--- src/rtl/approx_mul_err_accum.sv ---
// Error-statistics accumulator for an unsigned 8x8 approximate multiplier.
// Optional signed bias sum enabled by defining APPROX_ERR_BIAS_EN.
module approx_mul_err_accum #(
    parameter int unsigned ACC_W = 48,
    parameter int unsigned CNT_W = 17
) (
    input  logic             clk,
    input  logic             rst,
    input  logic             start,
    input  logic [CNT_W-1:0] cfg_count,
    input  logic             in_valid,
    output logic             in_ready,
    input  logic [7:0]       x,
    input  logic [7:0]       y,
    input  logic [15:0]      z_approx,
    output logic             busy,
    output logic             done,
    output logic [ACC_W-1:0] sse,
    output logic [15:0]      max_abs_err,
    output logic [CNT_W-1:0] err_cnt,
    output logic             sat,
    output logic [ACC_W-1:0] err_sum
);

    localparam int unsigned SUM_W = ACC_W + 1;

    typedef enum logic [1:0] {IDLE, RUN, DRAIN, DONE} state_e;

    state_e           state_q;
    logic [CNT_W-1:0] cfg_q;
    logic [CNT_W-1:0] acc_cnt_q;
    logic [CNT_W-1:0] acc_cnt_d;
    logic             in_ready_q;
    logic             busy_q;
    logic             done_q;
    logic             accept_c;
    logic             start_c;

    logic [15:0]      exact_c;
    logic [16:0]      e_c;
    logic [15:0]      a_c;

    logic             s1_v_q;
    logic [15:0]      s1_a_q;
    logic             s1_nz_q;
    logic             s2_v_q;
    logic [31:0]      s2_sq_q;
    logic [15:0]      s2_a_q;
    logic             s2_nz_q;

    logic [ACC_W-1:0] sse_q;
    logic [15:0]      max_q;
    logic [CNT_W-1:0] err_cnt_q;
    logic             sat_q;
    logic [SUM_W-1:0] sse_sum_c;

    // S1 arithmetic, handshake qualifiers and the saturating SSE adder
    always_comb begin
        exact_c   = 16'(x) * 16'(y);
        e_c       = {1'b0, exact_c} - {1'b0, z_approx};
        a_c       = e_c[16] ? 16'(17'd0 - e_c) : e_c[15:0];
        accept_c  = in_valid && in_ready_q;
        start_c   = start && ((state_q == IDLE) || (state_q == DONE));
        acc_cnt_d = acc_cnt_q + CNT_W'(accept_c);
        sse_sum_c = {1'b0, sse_q} + SUM_W'(s2_sq_q);
    end

    // Control FSM; DONE is entered on the edge that absorbs the last S3 sample
    always_ff @(posedge clk) begin
        if (rst) begin
            state_q    <= IDLE;
            cfg_q      <= '0;
            acc_cnt_q  <= '0;
            in_ready_q <= 1'b0;
            busy_q     <= 1'b0;
            done_q     <= 1'b0;
        end else begin
            case (state_q)
                IDLE, DONE: begin
                    if (start) begin
                        state_q    <= RUN;
                        cfg_q      <= cfg_count;
                        acc_cnt_q  <= '0;
                        in_ready_q <= (cfg_count != '0);
                        busy_q     <= 1'b1;
                        done_q     <= 1'b0;
                    end
                end
                RUN: begin
                    acc_cnt_q <= acc_cnt_d;
                    if (acc_cnt_d == cfg_q) begin
                        state_q    <= DRAIN;
                        in_ready_q <= 1'b0;
                    end
                end
                DRAIN: begin
                    if (!s1_v_q) begin
                        state_q <= DONE;
                        busy_q  <= 1'b0;
                        done_q  <= 1'b1;
                    end
                end
                default: state_q <= IDLE;
            endcase
        end
    end

    always_ff @(posedge clk) begin
        if (rst) begin
            s1_v_q <= 1'b0;
            s2_v_q <= 1'b0;
        end else begin
            s1_v_q <= accept_c;
            s2_v_q <= s1_v_q;
        end
    end

    always_ff @(posedge clk) begin
        s1_a_q  <= a_c;
        s1_nz_q <= (e_c != '0);
        s2_sq_q <= 32'(s1_a_q) * 32'(s1_a_q);
        s2_a_q  <= s1_a_q;
        s2_nz_q <= s1_nz_q;
    end

    // S3: statistics, cleared by an honoured start
    always_ff @(posedge clk) begin
        if (rst || start_c) begin
            sse_q     <= '0;
            max_q     <= '0;
            err_cnt_q <= '0;
            sat_q     <= 1'b0;
        end else if (s2_v_q) begin
            sse_q     <= sse_sum_c[ACC_W] ? '1 : sse_sum_c[ACC_W-1:0];
            sat_q     <= sat_q | sse_sum_c[ACC_W];
            if (s2_a_q > max_q) begin
                max_q <= s2_a_q;
            end
            err_cnt_q <= err_cnt_q + CNT_W'(s2_nz_q);
        end
    end

`ifdef APPROX_ERR_BIAS_EN
    logic [16:0]      s1_e_q;
    logic [16:0]      s2_e_q;
    logic [ACC_W-1:0] err_sum_q;

    always_ff @(posedge clk) begin
        s1_e_q <= e_c;
        s2_e_q <= s1_e_q;
    end

    // Signed bias sum wraps modulo 2^ACC_W
    always_ff @(posedge clk) begin
        if (rst || start_c) begin
            err_sum_q <= '0;
        end else if (s2_v_q) begin
            err_sum_q <= err_sum_q + ACC_W'($signed(s2_e_q));
        end
    end

    assign err_sum = err_sum_q;
`else
    assign err_sum = '0;
`endif

    assign in_ready    = in_ready_q;
    assign busy        = busy_q;
    assign done        = done_q;
    assign sse         = sse_q;
    assign max_abs_err = max_q;
    assign err_cnt     = err_cnt_q;
    assign sat         = sat_q;

endmodule

--- config.mk ---
export PLATFORM = sky130hd
export DESIGN_NAME = approx_mul_err_accum
export DESIGN_NICKNAME = d
export VERILOG_FILES = /design/src/rtl/approx_mul_err_accum.sv
export SDC_FILE = /design/constraint.sdc
export NUM_CORES = 1
export LEC_CHECK = 0
export BUFFER_PORTS_ARGS = -buffer_cell sky130_fd_sc_hd__buf_2
export CAP_MARGIN = 15
export CORE_MARGIN = 2
export CORE_UTILIZATION = 55
export DETAILED_ROUTE_END_ITERATION = 10
export PLACE_DENSITY = 0.75
export SYNTH_ARGS = -nofsm -noshare
export SYNTH_HDL_FRONTEND = slang
export SYNTH_SLANG_ARGS = --single-unit
--- constraint.sdc ---
create_clock -name clk -period 12.99 [get_ports clk]
set_clock_uncertainty 0.2 [all_clocks]
set_input_delay 1.299 -clock clk [delete_from_list [all_inputs] [get_ports clk]]
set_output_delay 1.299 -clock clk [all_outputs]
set_load 0.01 [all_outputs]
==> metrics.txt <==
run status=finished, final reports clean; most used cell, CP=sky130_fd_sc_hd__fa_1; number of slew-limit violations in the final report=0; number of diodes=0; Worst Path Max Fanout=19; number of antenna-violating nets in the routed design=0; quantity of hold-fixing buffers added after cts=0; vias in the first global route=15400; Clock Tree Buf Depth=2; first-pass iteration count of the detailed router=7; largest net degree at the start of global routing=46; number of instances on the worst hold path=0; clock latency of the later-clocked register in the worst-skew pair=0.44 ns; height of the chip=193 µm; share of Yosys cell area claimed by the top area cell type=0.217; type of the most critical hold path=flop to flop; share of the cycle needed by the critical path after routing=0.513; IO Pins=186; first-pass GRT wire length=73200 µm; total clock sinks=187; type of the worst setup path=flop to flop; setup repair after global routing missed its margin=false; Tmin final=6.67 ns; Critical path origin=s1_a_q[4]; die width=193 µm; Slowest-stage cell, CP=sky130_fd_sc_hd__dfxtp_1; sequential-to-total area share from yosys stat=0.191; Tightest Pin Transition=1.00 ns; Rows=69; leading post-synthesis cells by cell area=sky130_fd_sc_hd__fa_1 (22%), sky130_fd_sc_hd__dfxtp_1 (19%), sky130_fd_sc_hd__ha_1 (13%); routed wirelength normalized by instance count=15.4 µm; cells along the critical path=nand2_1 > fa_1 > fa_1 > inv_1 > fa_1 > fa_1 > fa_1 > inv_1 > fa_1 > inv_1 > ha_1 > nor4_1 > o21ai_0 > a31oi_1 > o21ai_1 > a211oi_1 > a21oi_1 > xnor2_1; final critical-path setup slack=6.32 ns; initial antenna violation count=0; number of enable-type register cells in the synthesized netlist=0; fill cell instance count of the final layout=3089; fraction of the core area covered by cells at the end of the flow=0.595; average cell area after synthesis=8.66 µm²; crit path DAT=6.79 ns; CTS Root Cell=sky130_fd_sc_hd__clkbuf_16; number of flip-flops and latches in the synthesized netlist=187; number of distinct library cell variants in the gate-level netlist after synthesis=83; Total Routed Length=43500 µm; clock-pin slew on the worst setup and hold paths=0.07 ns; type of destination of the critical path=flop; Crit path max-delay family=adder cells; setup total negative slack=0 ns; post-synthesis instance area=19600 µm²; Crit path largest cell delay=0.87 ns; post-synthesis cell type with the largest combined area=sky130_fd_sc_hd__fa_1; vias=15300; Post-synth top flop=sky130_fd_sc_hd__dfxtp_1; count of routing violations after the opening detailed-route iteration=735; fraction of final layout cells sized beyond drive strength 1=0.0925; Worst Hold End=s2_nz_q; crit path launch type=flop; count of nets after finishing=2809; pre-CTS setup slack=6.25 ns; Max-Cap Viols=0; RePlAce Congestion=0.939; r2r worst-path depth=18; postcts setup bufs=0; count of port buffers added during placement=137; post-detailed-route DRC marker count=0; most common cell after layout, fill and taps aside=sky130_fd_sc_hd__inv_1; area taken by flip-flops and latches=3740 µm²; multi-input gate area in the final layout=13900 µm²; launch point of the worst hold path=s1_nz_q; number of instances in the placed design=2787; FMAX=0.150 GHz; synthesized instance count=2259; Reg-to-Reg End=s2_sq_q[31]; area of the die=37100 µm²; CTS Buf Count=17; Placeable Area=35300 µm²; CTS H-tree depth=4; FF-to-FF Start=s1_a_q[4]; critical path data required time=13.11 ns; max-slew headroom at the worst pin=0.328; Warnings, synthesis=0; worst reg2reg setup slack=6.32 ns; Final HPWL DP=34100 µm; post-synthesis to final-layout area growth=7.45%; async set-or-reset flop fraction in the synthesized netlist=0; number of setup violations in the final report=0; final hold violation count=0; GRT Overall Usage=0.242; DR vias/cell=5.42; count of non-filler cells in the finished layout=2819; overall overflow remaining after global route=0; TritonCTS clock tree=done; buffers and inverters on the worst path=3; Resized Gates After CTS=0; Initial Util=0.554; commonest cells after routing, fill and taps aside=sky130_fd_sc_hd__inv_1 (388), sky130_fd_sc_hd__fa_1 (212), sky130_fd_sc_hd__nand2_1 (211)
==> metal layers <==
layer | GRT usage | routed length [µm]
met5 | 0 | 0
met4 | 0.0661 | 798
met3 | 0.0324 | 2050
met2 | 0.424 | 21500
met1 | 0.314 | 19200
==> worst reg2reg max path: cells and delay by family, from the launching register on <==
kind                     cells  cell delay (ns)
buffers and inverters        3             0.15
flip-flops                   1             0.87
XOR/XNOR                     1             0.15
AO/OA/AOI/OAI                5             1.31
AND/OR/NAND/NOR              2             0.48
adder cells (fa/ha/maj)      7             3.41
==> how the worst max path moves through the flow <==
stage / to / slack [ns] / cells past startpoint
4_1_cts: s2_sq_q[21] / 6.33 / 18
3_3_place_gp: s1_a_q[3] / 6.42 / 19
5_1_grt: s2_sq_q[21] / 6.03 / 18
2_1_floorplan: s2_sq_q[21] / 6.76 / 20
3_5_place_dp: s1_a_q[3] / 6.25 / 19
6_report: s2_sq_q[31] / 6.32 / 18
==> cells by family (layout without fill, tap and decap cells) <==
kind of cell	Yosys count	count (layout)	synth area share
AND/OR/NAND/NOR	602	602	0.152
buffers and inverters	507	559	0.107
adder cells (fa/ha/maj)	411	411	0.344
AO/OA/AOI/OAI	391	391	0.131
flip-flops	187	187	0.191
XOR/XNOR	135	135	0.0605
multiplexers	25	25	0.0131
other	1	48	0.000192
==> stage by stage <==
stage | cell area (µm²) | hold slack, ns
after floorplan | 19700 | 0.110
after global routing | 21000 | 0.214
after detailed placement | 20400 | 0.205
after global placement | 20400 | 0.208
final | 21000 | 0.211
after CTS | 21000 | 0.219
==> Yosys cell counts, types with 4 or more instances <==
cell	number
sky130_fd_sc_hd__nand3_1	33
sky130_fd_sc_hd__o21ai_1	7
sky130_fd_sc_hd__a21oi_1	117
sky130_fd_sc_hd__buf_2	9
sky130_fd_sc_hd__nor4_1	7
sky130_fd_sc_hd__xnor2_1	82
sky130_fd_sc_hd__o31ai_1	8
sky130_fd_sc_hd__a31oi_1	40
sky130_fd_sc_hd__nor2_1	128
sky130_fd_sc_hd__nand2_1	211
sky130_fd_sc_hd__a21o_1	29
sky130_fd_sc_hd__nor2b_1	19
sky130_fd_sc_hd__nand3b_1	4
sky130_fd_sc_hd__ha_1	199
sky130_fd_sc_hd__a311oi_1	8
sky130_fd_sc_hd__mux2i_1	21
sky130_fd_sc_hd__a41oi_1	4
sky130_fd_sc_hd__xor2_1	53
sky130_fd_sc_hd__a211oi_1	16
sky130_fd_sc_hd__o21ai_0	79
sky130_fd_sc_hd__nand4_1	14
sky130_fd_sc_hd__a31o_2	5
sky130_fd_sc_hd__inv_1	388
sky130_fd_sc_hd__and2_1	85
sky130_fd_sc_hd__and4_1	6
sky130_fd_sc_hd__a21boi_0	4
sky130_fd_sc_hd__nand2b_1	8
sky130_fd_sc_hd__a22oi_1	5
sky130_fd_sc_hd__clkbuf_1	58
sky130_fd_sc_hd__dfxtp_1	187
sky130_fd_sc_hd__fa_1	212
sky130_fd_sc_hd__o211ai_1	9
sky130_fd_sc_hd__and3_1	23
sky130_fd_sc_hd__nor3_1	24
sky130_fd_sc_hd__o21bai_1	8
sky130_fd_sc_hd__o21a_1	14
sky130_fd_sc_hd__or2_2	7
sky130_fd_sc_hd__nand3_2	4
sky130_fd_sc_hd__buf_4	48
sky130_fd_sc_hd__or3_1	8
sky130_fd_sc_hd__a211o_1	5
==> cell type report <==
class,count,share of cell area
Clock inverter,14,0.00935
Clock buffer,18,0.0209
Timing Repair Buffer,139,0.0334
Multi-Input combinational cell,1612,0.661
Tap cell,461,0.0275
Inverter,388,0.0693
Sequential cell,187,0.178
==> state kept, by name (all words and copies together), names as in the netlist, 2 cells and up <==
signal,flops
acc_cnt_q,17
cfg_q,17
err_cnt,17
max_abs_err,16
s1_a_q,16
s2_a_q,16
s2_sq_q,30
sse,48
state_q,2
Power is not shown: default switching activity piles up to over one toggle a cycle in this logic, so the estimate is an artifact.
